File: config.mk
export PLATFORM = sky130hd
export DESIGN_NAME = frame_capture_flat
export DESIGN_NICKNAME = d
export VERILOG_FILES = /design/src/rtl/frame_capture_pkg.sv /design/src/rtl/frame_capture_if.sv /design/src/rtl/frame_capture_video_meas.sv /design/src/rtl/frame_capture.sv /design/src/flat_wrapper.sv
export SDC_FILE = /design/constraint.sdc
export NUM_CORES = 1
export LEC_CHECK = 0
export ABC_CLOCK_PERIOD_IN_PS = 3200
export BUFFER_PORTS_ARGS = -buffer_cell sky130_fd_sc_hd__buf_2
export CORE_UTILIZATION = 57
export DETAILED_ROUTE_END_ITERATION = 10
export GPL_TIMING_DRIVEN = 0
export PLACE_DENSITY_LB_ADDON = 0.12
export SYNTH_ARGS = -nofsm -noshare
export SYNTH_HDL_FRONTEND = slang
export SYNTH_SLANG_ARGS = --single-unit
File: constraint.sdc
create_clock -name clk_i -period 3.2 [get_ports clk_i]
set_input_delay 0.64 -clock clk_i [delete_from_list [all_inputs] [get_ports clk_i]]
set_output_delay 0.64 -clock clk_i [all_outputs]
set_load 0.02 [all_outputs]
File: src/rtl/frame_capture_pkg.sv
// -----------------------------------------------------------------------------
// frame_capture_pkg
//   Shared types and constants for the frame capture receive path.
//   - cap_state_e : capture controller states
//   - XY_W        : width of the pixel/line position counters and measurements
//   - VGA_*       : 640x480 (800x525 total) source timing, for benches and
//                   firmware-side format checks
//   - sat_inc     : saturating increment for the position counters
// -----------------------------------------------------------------------------
package frame_capture_pkg;

  typedef enum logic [1:0] {
    IDLE    = 2'd0,
    ARMED   = 2'd1,
    CAPTURE = 2'd2
  } cap_state_e;

  localparam int XY_W = 12;

  localparam int VGA_H_ACTIVE = 640;
  localparam int VGA_H_TOTAL  = 800;
  localparam int VGA_V_ACTIVE = 480;
  localparam int VGA_V_TOTAL  = 525;

  function automatic logic [XY_W-1:0] sat_inc(input logic [XY_W-1:0] v);
    return (&v) ? v : v + 1'b1;
  endfunction

endpackage

File: src/rtl/frame_capture_if.sv
// -----------------------------------------------------------------------------
// frame_capture_if
//   Bundles the DVI-style pixel input, the arm/status handshake, the frame
//   memory write port and the format measurements of frame_capture.
//   master : pixel source / firmware / memory side (drives i_*, reads o_*)
//   slave  : frame_capture itself
//   Signals:
//     i_vs, i_hs      active-low syncs (i_hs carried but not interpreted)
//     i_de, i_data    data enable and 8-bit grey pixel
//     i_arm           1-cycle capture request
//     o_busy, o_done, o_err   capture status
//     o_wr_en, o_wr_addr, o_wr_data   frame memory write port
//     o_line_len, o_frame_lines       measured source format
// -----------------------------------------------------------------------------
interface frame_capture_if #(
  parameter int ADDR_W = 16
) ();

  logic              i_vs;
  logic              i_hs;
  logic              i_de;
  logic [7:0]        i_data;
  logic              i_arm;
  logic              o_busy;
  logic              o_done;
  logic              o_err;
  logic              o_wr_en;
  logic [ADDR_W-1:0] o_wr_addr;
  logic [7:0]        o_wr_data;
  logic [11:0]       o_line_len;
  logic [11:0]       o_frame_lines;

  modport master (
    output i_vs, i_hs, i_de, i_data, i_arm,
    input  o_busy, o_done, o_err, o_wr_en, o_wr_addr, o_wr_data,
           o_line_len, o_frame_lines
  );

  modport slave (
    input  i_vs, i_hs, i_de, i_data, i_arm,
    output o_busy, o_done, o_err, o_wr_en, o_wr_addr, o_wr_data,
           o_line_len, o_frame_lines
  );

endinterface

File: src/rtl/frame_capture_video_meas.sv
// -----------------------------------------------------------------------------
// video_meas
//   Free-running timing measurement of the incoming pixel stream.
//   Ports:
//     clk_i, rst_n     pixel clock, asynchronous active-low reset
//     vs, de           active-low vsync and data enable from the source
//     x, y             current pixel index within the DE line / DE line index
//                      within the frame (valid while de=1)
//     de_fall, vs_fall single-cycle edge strobes (combinational)
//     line_len         DE-high cycles of the last completed line
//     frame_lines      DE lines of the last completed frame
// -----------------------------------------------------------------------------
module video_meas
  import frame_capture_pkg::*;
(
  input  logic            clk_i,
  input  logic            rst_n,
  input  logic            vs,
  input  logic            de,
  output logic [XY_W-1:0] x,
  output logic [XY_W-1:0] y,
  output logic            de_fall,
  output logic            vs_fall,
  output logic [XY_W-1:0] line_len,
  output logic [XY_W-1:0] frame_lines
);

  logic vs_p0;
  logic de_p0;

  assign vs_fall = vs_p0 & ~vs;
  assign de_fall = de_p0 & ~de;

  // ---- stage p0: edge history, position counters, measurement latches ----
  always_ff @(posedge clk_i or negedge rst_n) begin
    if (!rst_n) begin
      vs_p0       <= 1'b1;
      de_p0       <= 1'b0;
      x           <= '0;
      y           <= '0;
      line_len    <= '0;
      frame_lines <= '0;
    end else begin
      vs_p0 <= vs;
      de_p0 <= de;

      // At the falling edge x already holds the full count of the line
      // (last pixel index + 1); sat_inc pins it at 4095 for overlong lines.
      if (de_fall) begin
        x        <= '0;
        line_len <= x;
      end else if (de) begin
        x <= sat_inc(x);
      end

      // A line ending on the same cycle as vsync still belongs to the
      // frame being closed.
      if (vs_fall) begin
        y           <= '0;
        frame_lines <= de_fall ? sat_inc(y) : y;
      end else if (de_fall) begin
        y <= sat_inc(y);
      end
    end
  end

endmodule

File: src/rtl/frame_capture.sv
// -----------------------------------------------------------------------------
// frame_capture
//   Captures one SCALE-decimated IMG_W x IMG_H window of a DVI-style grey
//   pixel stream into a frame memory, raster order, after a 1-cycle arm.
//   Ports:
//     clk_i  pixel clock
//     rst_n  asynchronous active-low reset
//     bus    frame_capture_if.slave: pixel input, arm/busy/done/err,
//            memory write port (1 cycle after the kept sample),
//            line length / frame height measurements
// -----------------------------------------------------------------------------
module frame_capture
  import frame_capture_pkg::*;
#(
  parameter int IMG_W    = 225,
  parameter int IMG_H    = 225,
  parameter int SCALE    = 2,
  parameter int H_OFFSET = 0,
  parameter int V_OFFSET = 0,
  parameter int ADDR_W   = 16
) (
  input  logic             clk_i,
  input  logic             rst_n,
  frame_capture_if.slave   bus
);

  localparam int N_PIX = IMG_W * IMG_H;
  localparam int WIN_W = IMG_W * SCALE;
  localparam int WIN_H = IMG_H * SCALE;
  localparam int PH_W  = (SCALE > 1) ? $clog2(SCALE) : 1;
  localparam logic [ADDR_W-1:0] LAST_ADDR = ADDR_W'(N_PIX - 1);
  localparam logic [PH_W-1:0]   PH_LAST   = PH_W'(SCALE - 1);

  logic [XY_W-1:0] x, y;
  logic            de_fall, vs_fall;
  logic [XY_W-1:0] line_len, frame_lines;

  video_meas u_meas (
    .clk_i       (clk_i),
    .rst_n       (rst_n),
    .vs          (bus.i_vs),
    .de          (bus.i_de),
    .x           (x),
    .y           (y),
    .de_fall     (de_fall),
    .vs_fall     (vs_fall),
    .line_len    (line_len),
    .frame_lines (frame_lines)
  );

  logic unused_hs;
  assign unused_hs = bus.i_hs;

  // Window test by offset subtraction: the extra MSB goes high when the
  // position is still before the offset.
  logic [XY_W:0] x_rel, y_rel;
  logic          in_x, in_y;

  assign x_rel = {1'b0, x} - (XY_W+1)'(H_OFFSET);
  assign y_rel = {1'b0, y} - (XY_W+1)'(V_OFFSET);
  assign in_x  = !x_rel[XY_W] && (x_rel < (XY_W+1)'(WIN_W));
  assign in_y  = !y_rel[XY_W] && (y_rel < (XY_W+1)'(WIN_H));

  // Phase counters track (pos - offset) % SCALE without a divider.
  logic [PH_W-1:0] ph_x, ph_y;
  logic            keep;

  assign keep = bus.i_de && in_x && in_y && (ph_x == '0) && (ph_y == '0);

  // ---- stage p0: decimation phase ----
  always_ff @(posedge clk_i or negedge rst_n) begin
    if (!rst_n) begin
      ph_x <= '0;
      ph_y <= '0;
    end else begin
      if (de_fall)
        ph_x <= '0;
      else if (bus.i_de && in_x)
        ph_x <= (ph_x == PH_LAST) ? '0 : ph_x + 1'b1;

      if (vs_fall)
        ph_y <= '0;
      else if (de_fall && in_y)
        ph_y <= (ph_y == PH_LAST) ? '0 : ph_y + 1'b1;
    end
  end

  cap_state_e        state_q, state_d;
  logic [ADDR_W-1:0] addr;
  logic              full;
  logic              wr_en_p1;
  logic [ADDR_W-1:0] wr_addr_p1;
  logic [7:0]        wr_data_p1;
  logic              err_q;
  logic              done_p2;

  logic busy, arm_acc, restart, wr_go, finish;

  always_ff @(posedge clk_i or negedge rst_n) begin
    if (!rst_n) state_q <= IDLE;
    else        state_q <= state_d;
  end

  always_comb begin
    state_d = state_q;
    case (state_q)
      IDLE:    if (bus.i_arm) state_d = ARMED;
      ARMED:   if (vs_fall)   state_d = CAPTURE;
      CAPTURE: if (finish)    state_d = IDLE;
      default: state_d = IDLE;
    endcase
  end

  // Once the last address has been issued (full) a late vsync no longer
  // counts as an early frame end; the pending write just drains.
  always_comb begin
    busy    = (state_q != IDLE);
    arm_acc = (state_q == IDLE) && bus.i_arm;
    restart = (state_q == CAPTURE) && vs_fall && !full;
    wr_go   = (state_q == CAPTURE) && keep && !full && !vs_fall;
    finish  = (state_q == CAPTURE) && wr_en_p1 && (wr_addr_p1 == LAST_ADDR);
  end

  // ---- stage p1: write register and address generator ----
  always_ff @(posedge clk_i or negedge rst_n) begin
    if (!rst_n) begin
      addr       <= '0;
      full       <= 1'b0;
      wr_en_p1   <= 1'b0;
      wr_addr_p1 <= '0;
      wr_data_p1 <= '0;
      err_q      <= 1'b0;
      done_p2    <= 1'b0;
    end else begin
      wr_en_p1 <= wr_go;
      if (wr_go) begin
        wr_addr_p1 <= addr;
        wr_data_p1 <= bus.i_data;
      end

      // ---- stage p2: completion pulse, one cycle after the last write ----
      done_p2 <= finish;

      if (arm_acc) begin
        addr  <= '0;
        full  <= 1'b0;
        err_q <= 1'b0;
      end else if (restart) begin
        addr  <= '0;
        err_q <= 1'b1;
      end else if (wr_go) begin
        if (addr == LAST_ADDR) full <= 1'b1;
        else                   addr <= addr + 1'b1;
      end
    end
  end

  assign bus.o_busy        = busy;
  assign bus.o_done        = done_p2;
  assign bus.o_err         = err_q;
  assign bus.o_wr_en       = wr_en_p1;
  assign bus.o_wr_addr     = wr_addr_p1;
  assign bus.o_wr_data     = wr_data_p1;
  assign bus.o_line_len    = line_len;
  assign bus.o_frame_lines = frame_lines;

endmodule

File: src/flat_wrapper.sv
// flat-port wrapper written by rule: the top's interface ports become plain ports
module frame_capture_flat import frame_capture_pkg::*;
#(
  parameter int IMG_W    = 225,
  parameter int IMG_H    = 225,
  parameter int SCALE    = 2,
  parameter int H_OFFSET = 0,
  parameter int V_OFFSET = 0,
  parameter int ADDR_W   = 16
)
  (clk_i, rst_n, bus_i_vs, bus_i_hs, bus_i_de, bus_i_data, bus_i_arm, bus_o_busy, bus_o_done, bus_o_err, bus_o_wr_en, bus_o_wr_addr, bus_o_wr_data, bus_o_line_len, bus_o_frame_lines);
  frame_capture_if #(.ADDR_W(ADDR_W)) bus_i ();
  input  logic clk_i;
  input  logic rst_n;
  input wire logic [$bits(bus_i.i_vs)-1:0] bus_i_vs;
  input wire logic [$bits(bus_i.i_hs)-1:0] bus_i_hs;
  input wire logic [$bits(bus_i.i_de)-1:0] bus_i_de;
  input wire logic [$bits(bus_i.i_data)-1:0] bus_i_data;
  input wire logic [$bits(bus_i.i_arm)-1:0] bus_i_arm;
  output wire logic [$bits(bus_i.o_busy)-1:0] bus_o_busy;
  output wire logic [$bits(bus_i.o_done)-1:0] bus_o_done;
  output wire logic [$bits(bus_i.o_err)-1:0] bus_o_err;
  output wire logic [$bits(bus_i.o_wr_en)-1:0] bus_o_wr_en;
  output wire logic [$bits(bus_i.o_wr_addr)-1:0] bus_o_wr_addr;
  output wire logic [$bits(bus_i.o_wr_data)-1:0] bus_o_wr_data;
  output wire logic [$bits(bus_i.o_line_len)-1:0] bus_o_line_len;
  output wire logic [$bits(bus_i.o_frame_lines)-1:0] bus_o_frame_lines;
  assign bus_i.i_vs = bus_i_vs;
  assign bus_i.i_hs = bus_i_hs;
  assign bus_i.i_de = bus_i_de;
  assign bus_i.i_data = bus_i_data;
  assign bus_i.i_arm = bus_i_arm;
  assign bus_o_busy = bus_i.o_busy;
  assign bus_o_done = bus_i.o_done;
  assign bus_o_err = bus_i.o_err;
  assign bus_o_wr_en = bus_i.o_wr_en;
  assign bus_o_wr_addr = bus_i.o_wr_addr;
  assign bus_o_wr_data = bus_i.o_wr_data;
  assign bus_o_line_len = bus_i.o_line_len;
  assign bus_o_frame_lines = bus_i.o_frame_lines;
  frame_capture #(.IMG_W(IMG_W), .IMG_H(IMG_H), .SCALE(SCALE), .H_OFFSET(H_OFFSET), .V_OFFSET(V_OFFSET), .ADDR_W(ADDR_W)) u_core (.clk_i(clk_i), .rst_n(rst_n), .bus(bus_i));
endmodule
## Word-level counts from Yosys, hierarchy flattened

Cells that the tools add are included.
W data, S select, Z words.

| word-level totals | value |
|---|---|
| register bits | 98 |
| memories kept | 0 |
| latch bits | 0 |
| logic and storage cells | 95 |
| output and inout port bits | 52 |
| bits in writable memories | 0 |
| bits in read-only memories | 0 |
| input bits | 14 |

| cells by class | value |
|---|---|
| $mul | 0 |
| magnitude comparators | 2 |
| shift-type cells | 0 |
| div/mod/pow operators | 0 |
| bitwise logic cells | 6 |
| reduce and logical (&&, ||, !) cells | 30 |
| equality and inequality tests | 10 |
| $add $sub $neg | 5 |
| multiplexer cells | 26 |

Operators with widths:

| kind | number |
|---|---|
| $mux W12 | 6 |
| $mux W16 | 4 |
| $eq A16 B16 Y1 const B | 2 |
| $add A12 B1 Y12 const B | 2 |
| $lt A12 B9 Y1 const B | 2 |
| $reduce_and A12 Y1 | 2 |
| $add A16 B1 Y16 const B | 1 |
| $reduce_bool A2 Y1 | 7 |
| $logic_and A1 B1 Y1 | 13 |
| $mux W1 | 12 |
| $ne A2 B1 Y1 const B | 4 |
| $mux W2 | 3 |
| $pmux W2 S3 | 1 |
| $reduce_and A3 Y1 | 2 |
| $not A1 Y1 | 4 |
| $reduce_and A2 Y1 | 2 |
| $ne A3 B1 Y1 const B | 1 |
| $reduce_bool A3 Y1 | 1 |
| $add A1 B1 Y1 const B | 2 |
| $and A1 B1 Y1 | 2 |
| $eq A2 B1 Y1 const B | 1 |
| $eq A2 B2 Y1 const B | 1 |
| $logic_not A1 Y1 | 2 |
| $logic_not A2 Y1 | 1 |
| $ne A2 B2 Y1 const B | 1 |

## Depth between registers and ports, before layout

Gate-level depths: netlist (run 1).

| depth | value |
|---|---|
| depth in word-level cells | 11 |
| mapped depth | 8 |

## Modules after synthesis

Synthesis (run 1) repeated with hierarchy kept, for this count alone.

| second synthesis, totals | value |
|---|---|
| cell total of the unflattened synthesis | 501 |
| area, all modules | 4,687.0 um2 |

By module, submodules not included:

| module | cells an instance | area each (um2) | seq. area each (um2) | times used |
|---|---|---|---|---|
| frame_capture | 260 | 2,388.5 | 1,201.2 | 1 |
| video_meas | 241 | 2,298.5 | 1,252.5 | 1 |

## Worst setup path after synthesis (run 1)

Ideal clock, no wire load.

| timing path | value |
|---|---|
| path type | input port to flip-flop |
| start point | input port bus_i_vs |
| end point | register u_core.addr[11] |
| arrival time | 2.103 ns |
| library setup time | 0.127 ns |
| cell stages on the path | 6 |
| setup slack | 0.970 ns |
| data required time | 3.073 ns |
| cells stage by stage | nand2b_1 > clkbuf_1 > and4_1 > nand4_1 > or4b_1 > mux2_1 |

| between the ends | value |
|---|---|
| longest elaborated chain between the ends | 6 |
| elaborated cells between the ends (all ways) | 11 |

Ends and longest elaborated chain:

| element | RTL line | RTL |
|---|---|---|
| start, declared | flat_wrapper.sv:15 | `input wire logic [$bits(bus_i.i_vs)-1:0] bus_i_vs;` |
| $not A1 Y1 * | frame_capture_video_meas.sv:31 | `assign vs_fall = vs_p0 & ~vs;` |
| $and A1 B1 Y1 * | frame_capture_video_meas.sv:31 |  |
| $logic_and A1 B1 Y1 / $logic_not A1 Y1 (equally long branches) | frame_capture.sv:119, frame_capture.sv:120 |  |
| $logic_and A1 B1 Y1 (on tied branches) | frame_capture.sv:119, frame_capture.sv:120 |  |
| $ne A3 B1 Y1 (no source line), or another cell as far along | -- |  |
| $reduce_and A2 Y1 (no source line) / $mux W16 (equally long branches) | -- |  |
| end signal, assigned | frame_capture.sv:153 | `else addr <= addr + 1'b1;` |
| end, declared | frame_capture.sv:89 | `logic [ADDR_W-1:0] addr;` |

Every way passes the cells marked *; elsewhere a longest branch is shown, timed or not.
A chain may end at the register's enable or synchronous reset.

## Worst setup path in the final report (run 1)

| timing path | value |
|---|---|
| start point | register u_core.u_meas.y[5] |
| end point | register u_core.addr[10] |

| between the ends | value |
|---|---|
| longest elaborated chain between the ends | 9 |

Ends and longest elaborated chain:

| element | RTL line | RTL |
|---|---|---|
| start, declared | frame_capture_video_meas.sv:21 | `output logic [XY_W-1:0] y,` |
| start signal, assigned | frame_capture_video_meas.sv:62 | `y <= sat_inc(y);` |
| $lt A12 B9 Y1 | frame_capture.sv:62 | `assign in_y = !y_rel[XY_W] && (y_rel < (XY_W+1)'(WIN_H));` |
| $logic_and A1 B1 Y1 (3 in series) | frame_capture.sv:68 | `assign keep = bus.i_de && in_x && in_y && (ph_x == '0) && (ph_y == '0);` |
| $logic_and A1 B1 Y1 (3 in series) | frame_capture.sv:120 | `wr_go = (state_q == CAPTURE) && keep && !full && !vs_fall;` |
| $reduce_bool A3 Y1 (no source line) | -- |  |
| $reduce_and A2 Y1 (no source line) | -- |  |

Every way passes these cells.

==> impl_metrics.ini, run 1 <==
[detailed_routing]
wirelength_um = 9280
wl_per_cell_um = 15.0
remaining_drc_errors = 0
first_pass_iters = 4
viasPerCell = 5.68
vias = 3522
final_antenna_net_count = 0
drtIter0Drc = 135

[timing]
setup_viol = 0
fmax_ghz = 0.405
fin_crit_sh_pct = 77.1
max_slew_margin_pct = 56.4
fin_ws_ns = 0.731
post-route-min-period_ns = 2.47
hold_viol_final = 0
max_slew.worst_pin.slew_ns = 0.649
slew_violations = 0
fin_skew_ns = 0.0114
rsz0062_at_grt = no
tns_ns = 0

[pwr]
leakagePower_uw = 0.00251
pwr-share-seq_pct = 51.4
peakVddDrop_uv = 433
power_frac_clock_pct = 29.0
switching_share_pct = 30.7
pwr_density_cell_nw_per_um2 = 548
finalPower_uw = 2840
p_sw_uw = 873
p_int_uw = 1970
pwr-share-comb_pct = 19.6

[clock_network]
clk_path_buf_depth = 2
hold_buffers = 0
path_clk_slew_ns = 0.10
htreeDepth = 3
clockRootBuffer = clkbuf_8
cts_setup_buffers = 0
cts_tree = yes
cts_resized = 0
cts.sink_count = 98
clock_latency_ns = 0.37
cts_buffers = 9

[setup_path]
crit_fanout = 10
critPathMaxStageDelay_ns = 0.53
timing.critical_path.buf_inv = 2
endpoint_kind = register
crit_chain = or4_1 > o21ai_1 > nand4_1 > buf_2 > buf_1 > o31ai_1 > a21oi_1
crit_family = simple AND/OR/NAND/NOR gates
critical_path_arrival_ns = 2.69
path_class = register to register
cp_slowest_cell = or4_1
required_ns = 3.42
start_kind = register

[yosys]
synth_edf_count = 0
synth-async-reset-ratio_pct = 100
syn_area_um2 = 4500
synth_top_flop_cell = dfrtp_1
ys_seq_area_share_pct = 54.5
postSynthAreaPerCell_um2 = 10.3
ys.warnings.count = 0
synthCells = 437
synth_seq_cells = 98
syn_nets = 455
ys_types = 51

[die]
die-area_um2 = 8260
core_area_um2 = 7690
die_x_um = 90.9
ios = 66
row_count = 32
die_h_um = 90.9
initial_utilization_pct = 58.6

[layout]
utilization_pct = 67.4
diodes = 0
syn2layout_area_growth_pct = 15.2
final_nets = 531
drive_gt1_share_pct = 18.5
fin_area_um2 = 5180

[global_routing]
track_usage_pct = 24.1
grt_max_degree = 56
grt_pass1_vias = 3430
grt_first_pass_wirelength_um = 15700
antenna_found_initial = 0
grt.overflow.total = 0

[worst_hold_path]
hold_class = primary input to asynchronous set/reset pin

[placed_design]
postPlaceCellArea_um2 = 4980
portBuffers = 64
post-place-ws_ns = 0.456
gp_congestion = 0.836
dp_hpwl_um = 6730

[run_status]
outcome = complete, no violations

[job]
maxCapViolCount = 0
==> layer usage <==
layer  global-route usage (%)  vias to the layer above  share of wire (%)
li1                         -                     1709                  -
met1                     29.7                     1709                 44
met2                     41.7                       91                 51
met3                     4.63                       13                4.3
met4                     9.66                        0                1.3
met5                        0                        -                  0
==> cell families after synthesis <==
group           after synthesis  share of synthesized area (%)
fa+ha+maj                     4                           1.11
buf+inv                      22                           1.89
mux                          31                           7.64
compound gates               64                           8.92
flops                        98                           54.5
simple gates                204                           23.2
xor+xnor                     14                           2.72
==> registers in the layout, summed over array words and instances (netlist names), 2 cells and up <==
| register | cells |
|---|---|
| u_core.state_q | 2 |
| u_core.u_meas.frame_lines | 12 |
| u_core.bus.o_wr_addr | 16 |
| u_core.bus.o_wr_data | 8 |
| u_core.addr | 16 |
| u_core.u_meas.line_len | 12 |
| u_core.u_meas.x | 12 |
| u_core.u_meas.y | 12 |
==> synth_stat cells, drive strengths merged (7+ instances only) <==
master,n,area (um2)
or4,8,60.1
nor4,7,65.1
nor2,30,113
nor3,10,50.1
nand2,80,300
nand3,17,85.1
o21ai,26,134
a21oi,20,100
xnor2,9,78.8
dfrtp,97,2430
clkbuf,11,41.3
mux2,27,304
o31ai,7,52.6
nand4,7,43.8
and3,7,43.8
==> power by group through the flow <==
stage	clock, uW	sequential [uW]	combinational, uW
finish	824	1460	558
global route	887	1480	615
CTS	843	1460	564
detailed placement	0	1490	561
global placement	0	1480	543
floorplan	0	1580	255
==> worst paths after layout <==
check	to	slack, ns	cells after the start	startpoint
hold reg to reg	u_core.u_meas.line_len[3]	0.48	2	u_core.u_meas.line_len[3]
min in group clk_i	u_core.u_meas.vs_p0	0.38	1	bus_i_vs
setup / recovery	u_core.addr[10]	0.73	7	u_core.u_meas.y[5]
hold / removal	u_core.u_meas.frame_lines[10]	0.25	1	rst_n
setup reg to reg	u_core.addr[10]	0.73	7	u_core.u_meas.y[5]
max in group asynchronous	u_core.addr[6]	2.28	2	rst_n
==> final cells by class <==
class	count	area [um2]
repair buffers	65	350
well taps	102	128
fillers	639	2500
plain buffers	16	62.6
clock buffers	12	155
clock inverters	4	50.0
flip-flops and latches	98	2450
inverters	6	22.5
multi-input cells	317	1960
==> layout by cell type (no fill, tap or decap), types with 7 or more instances in the layout <==
master	n
dfrtp_1	97
mux2_1	23
xnor2_1	9
clkbuf_8	11
o21ai_0	19
nand3_1	17
nand4_1	7
nand2_1	80
clkbuf_1	12
buf_2	65
nor3_1	10
or4_1	8
and3_1	7
o31ai_1	7
a21oi_1	20
nor2_1	30
==> per-stage QoR <==
step / cells / hold slack [ns]
after floorplan: 437 / 0.344
after global placement: 603 / 0.454
after detailed placement: 604 / 0.459
after CTS: 620 / 0.268
after global routing: 620 / 0.304
final: 620 / 0.246
Power figures use the tool's default switching activity.
==> inputs of run 2 (changes only) <==
ABC_CLOCK_PERIOD_IN_PS = 2290   (was 3200)
clock period = 2.29 ns   (was 3.2 ns; I/O delays follow)
==> run 2 against run 1 <==
Clock skew rose by 0.00087 ns. Hold slack got worse by 0.18 ns. Combinational power rose by 52%. Via count rose by 1.9%. Setup slack got worse by 0.82 ns. Utilization rose by 4.2 points. Die area did not move. Critical path depth fell by 2. Non-clock buffer count rose by 10. Routed wire length rose by 9.6%. The flow now finishes with violations (negative setup slack).
==> impl_metrics.ini, run 2 (synthesis results as in run 1) <==
[pwr]
pwr_density_cell_nw_per_um2 = 734
leakagePower_uw = 0.00263
peakVddDrop_uv = 606

[timing]
rsz0062_at_grt = yes
fin_ws_ns = -0.0885
max_slew_margin_pct = 48.7
fin_crit_sh_pct = 104
post-route-min-period_ns = 2.38
whs_ns = 0.0693
setup_viol = 9
hold_viol_final = 0
max_slew.worst_pin.slew_ns = 0.770
fin_skew_ns = 0.0123
fmax_ghz = 0.420
slew_violations = 0

[global_routing]
grt_pass1_vias = 3450
antenna_found_initial = 0
grt_first_pass_wirelength_um = 15900
grt_max_degree = 56
grt.overflow.total = 0
track_usage_pct = 24.5

[die]
die-area_um2 = 8260
ios = 66
row_count = 32
core_area_um2 = 7690
die_h_um = 90.9
die_x_um = 90.9
initial_utilization_pct = 58.6

[placed_design]
portBuffers = 64
post-place-ws_ns = -0.272
dp_hpwl_um = 6730
postPlaceCellArea_um2 = 4980
gp_congestion = 0.836
dp.cells = 604

[detailed_routing]
wl_per_cell_um = 16.1
viasPerCell = 5.70
vias = 3589
first_pass_iters = 4
final_antenna_net_count = 0
drtIter0Drc = 142
remaining_drc_errors = 0
wirelength_um = 10200

[clock_network]
cts.sink_count = 98
clock_latency_ns = 0.37
cts_tree = yes
clk_path_buf_depth = 2
clockRootBuffer = clkbuf_8
htreeDepth = 3
path_clk_slew_ns = 0.10
cts_buffers = 9

[run_status]
violations = negative setup slack
outcome = complete, but fails checks

[layout]
drive_gt1_share_pct = 27.7
final_common_cell = dfrtp_1
finalNonFillerCells = 630
syn2layout_area_growth_pct = 22.3
nFillCells = 603
regArea_um2 = 2460
fin_area_um2 = 5510
final_nets = 541
multi_input_area_um2 = 2160
layout_common_cells = dfrtp_1, nand2_1, buf_2, nor2_1
diodes = 0

[job]
maxCapViolCount = 0

[setup_path]
required_ns = 2.55
regToRegSetupSlack_ns = -0.09
path_class = register to register
crit_fanout = 3
critical_path_arrival_ns = 2.64
startpoint = u_core.u_meas.y[5]
endpoint_kind = register
start_kind = register
critPathMaxStageDelay_ns = 0.56
cp_slowest_cell = or4b_4
crit_chain = or4_4 > o21ai_2 > nand4_1 > or4b_4 > mux2_4
r2r_start = u_core.u_meas.y[5]

[worst_hold_path]
hold_class = primary input to asynchronous set/reset pin
run 2: cell types whose count changed in the layout (fill, tap and decap cells not counted), moves of 5 or more:
cell / delta
a21oi_1: -8
a21oi_2: +8
buf_4: +13
mux2_1: -5
mux2_4: +5
o31ai_1: -5
o31ai_4: +5
or4_1: -6
or4_4: +6
run 2: cell type report:
class | count | area share, %
Sequential cell | 98 | 44.6
Multi-Input combinational cell | 317 | 39.2
Timing Repair Buffer | 77 | 8.13
Clock buffer | 12 | 2.82
Tap cell | 102 | 2.32
Buffer | 14 | 1.59
Clock inverter | 4 | 0.909
Inverter | 6 | 0.409
run 2: path summary, 6_finish.rpt:
| check | end | cells after the start |
|---|---|---|
| worst max-delay path | u_core.addr[11] | 5 |
| worst min-delay path | u_core.u_meas.frame_lines[10] | 1 |
| worst max register to register | u_core.addr[11] | 5 |
| worst min register to register | u_core.u_meas.line_len[3] | 2 |
| max in group asynchronous | u_core.addr[6] | 2 |
| min in group clk_i | u_core.u_meas.vs_p0 | 1 |
run 2: routing by layer:
layer  wire length [um]  up-vias  track usage (%)  part of all wire, %
met1               4410     1771             30.5                   43
met2               5250       83             42.4                   52
met4                173        0             9.79                  1.7
met3                343       16             4.38                  3.4
li1                   -     1719                -                    -
met5                  0        -                0                    0
run 2: power breakdown:
part | total, uW | leakage, uW | switching (uW) | internal (uW)
Clock | 1150 | 0.0000986 | 591 | 563
Combinational | 848 | 0.00120 | 526 | 322
Sequential | 2040 | 0.00133 | 139 | 1900
Total | 4050 | 0.00263 | 1260 | 2790
run 2: critical path: cells and delay by family (launching register included):
kind	cells	cell delay, ns
simple gates	3	1.34
mux	1	0.31
flops	1	0.44
compound gates	1	0.17
run 2: stage by stage:
step / setup TNS (ns) / util (%) / total power (uW)
floorplan: 0 / - / 2560
global route: -1.08 / 71.6 / 4240
global placement: -22.61 / 64.4 / 2820
CTS: -0.00296 / 68.5 / 4030
finish: -0.335 / 71.6 / 4050
detailed placement: -6.10 / 64.8 / 2860
run 2: repair_timing:
item | CTS | global route
hold buffers | 0 | 0
cloned | 0 | 1
gates resized for setup | 9 | 55
pin swaps | 4 | 21
buffers inserted | 7 | 4
setup endpoints to repair | 28 | 15
==> inputs of run 3 (changes only) <==
CORE_MARGIN = 2   (was not set)
==> run 3 against run 2 <==
The flow still finishes with violations (negative setup slack). Routed wire length increased by 0.68%. Setup slack improved by 0.038 ns. Critical path depth is 1 higher. Die area up 4.5%. Global-route usage fell by 0.83 points. Non-clock buffer count up 3. Clock power about the same. Register-to-register slack improved by 0.04 ns. Cell area decreased by 1.2%. Maximum frequency rose by 1.6%. Critical endpoint is now u_core.addr[13].
==> impl_metrics.ini, run 3 (synthesis results as in run 1) <==
[global_routing]
antenna_found_initial = 0
track_usage_pct = 23.7
grt_pass1_vias = 3382
grt_max_degree = 55
grt_first_pass_wirelength_um = 16100
grt.overflow.total = 0

[detailed_routing]
final_antenna_net_count = 0
wl_per_cell_um = 16.2
viasPerCell = 5.67
remaining_drc_errors = 0
drtIter0Drc = 128
wirelength_um = 10200
vias = 3586
first_pass_iters = 4

[pwr]
pwr_density_cell_nw_per_um2 = 744
peakVddDrop_uv = 574
finalPower_uw = 4050
leakagePower_uw = 0.00262

[timing]
rsz0062_at_grt = yes
setup_viol = 7
fin_crit_sh_pct = 102
fmax_ghz = 0.427
max_slew.worst_pin.slew_ns = 0.733
fin_skew_ns = 0.0133
post-route-min-period_ns = 2.34
hold_viol_final = 0
fin_ws_ns = -0.0502
slew_violations = 0
max_slew_margin_pct = 51.1

[setup_path]
endpoint_kind = register
reg2regPathDepth = 6
critical_path_arrival_ns = 2.63
required_ns = 2.58
regToRegSetupSlack_ns = -0.05
critPathMaxStageDelay_ns = 0.51
crit_chain = or4_4 > o21ai_4 > nand4_1 > buf_2 > or4_1 > a21oi_1
r2r_start = u_core.u_meas.y[3]
startpoint = u_core.u_meas.y[3]
path_class = register to register
r2r-end = u_core.addr[13]
start_kind = register
worstSetupEndpoint = u_core.addr[13]
crit_fanout = 5
cp_slowest_cell = or4_4

[die]
die_h_um = 92.9
initial_utilization_pct = 58.6
die-area_um2 = 8620
die_x_um = 92.9
core_area_um2 = 7690
ios = 66
row_count = 32

[job]
maxCapViolCount = 0

[clock_network]
cts_tree = yes
path_clk_slew_ns = 0.11
cts_buffers = 9
clk_path_buf_depth = 2
cts.sink_count = 98
clockRootBuffer = clkbuf_8
clock_latency_ns = 0.38
hold_buffers = 0
htreeDepth = 3

[placed_design]
portBuffers = 64
post-place-ws_ns = -0.243
dp.cells = 604
gp_congestion = 0.886
dp_hpwl_um = 6760
postPlaceCellArea_um2 = 4980

[layout]
diodes = 0
utilization_pct = 70.8
final_nets = 544
syn2layout_area_growth_pct = 20.9
layout_common_cells = dfrtp_1, nand2_1, buf_2, nor2_1, mux2_1
drive_gt1_share_pct = 25.2
nFillCells = 603
fin_area_um2 = 5440
finalNonFillerCells = 633
final_common_cell = dfrtp_1

[run_status]
outcome = complete, but fails checks
violations = negative setup slack

[worst_hold_path]
hold_class = primary input to asynchronous set/reset pin
## run 3: worst min path at each step
| stage | cells after the start | from | endpoint | slack [ns] |
|---|---|---|---|---|
| finish | 1 | rst_n | u_core.u_meas.frame_lines[10] | 0.07 |
| global route | 1 | rst_n | u_core.u_meas.frame_lines[10] | 0.12 |
| detailed placement | 2 | u_core.u_meas.line_len[3] | u_core.u_meas.line_len[3] | 0.46 |
| floorplan | 0 | rst_n | u_core.addr[0] | 0.16 |
| CTS | 1 | rst_n | u_core.u_meas.frame_lines[10] | 0.1 |
| global placement | 2 | u_core.u_meas.line_len[2] | u_core.u_meas.line_len[2] | 0.45 |
## run 3: final cells by class
cell class | instances | area, um2 | share of cell area [%]
inverters | 6 | 22.5 | 0.414
clock buffers | 9 | 124 | 2.28
repair buffers | 78 | 445 | 8.18
clock inverters | 7 | 75.1 | 1.38
plain buffers | 16 | 91.3 | 1.68
multi-input cells | 317 | 2100 | 38.7
well taps | 102 | 128 | 2.34
flip-flops and latches | 98 | 2450 | 45.1
## run 3: repair_timing
action / 4_1_cts / 5_1_grt
endpoints found under the setup margin: 28 / 16
setup buffers: 8 / 4
resized for setup: 5 / 38
cloned: 0 / 1
pin swaps: 3 / 18
## run 3: per-layer routing
layer,vias to the layer above,routed length [um],global-route usage [%]
met5,-,0,0
met2,94,5230,39.1
met4,0,215,9.56
met1,1750,4380,31.9
met3,20,413,3.01
li1,1722,-,-
## run 3: power by group
group / internal (uW) / switching (uW) / leakage, uW
clock network: 518 / 647 / 0.000105
logic: 317 / 527 / 0.00119
registers: 1900 / 136 / 0.00133
## run 3: critical path, delay by kind of cell (launching register included)
family,cells,cell delay (ns)
compound gates,2,0.33
buf+inv,1,0.23
flops,1,0.44
simple gates,3,1.25
## run 3: stage by stage
| stage | hold slack [ns] | TNS, ns |
|---|---|---|
| 2_1_floorplan | 0.162 | 0 |
| 3_3_place_gp | 0.454 | -21.87 |
| 3_5_place_dp | 0.460 | -5.54 |
| 4_1_cts | 0.0993 | 0 |
| 5_1_grt | 0.124 | -1.27 |
| 6_report | 0.0675 | -0.191 |
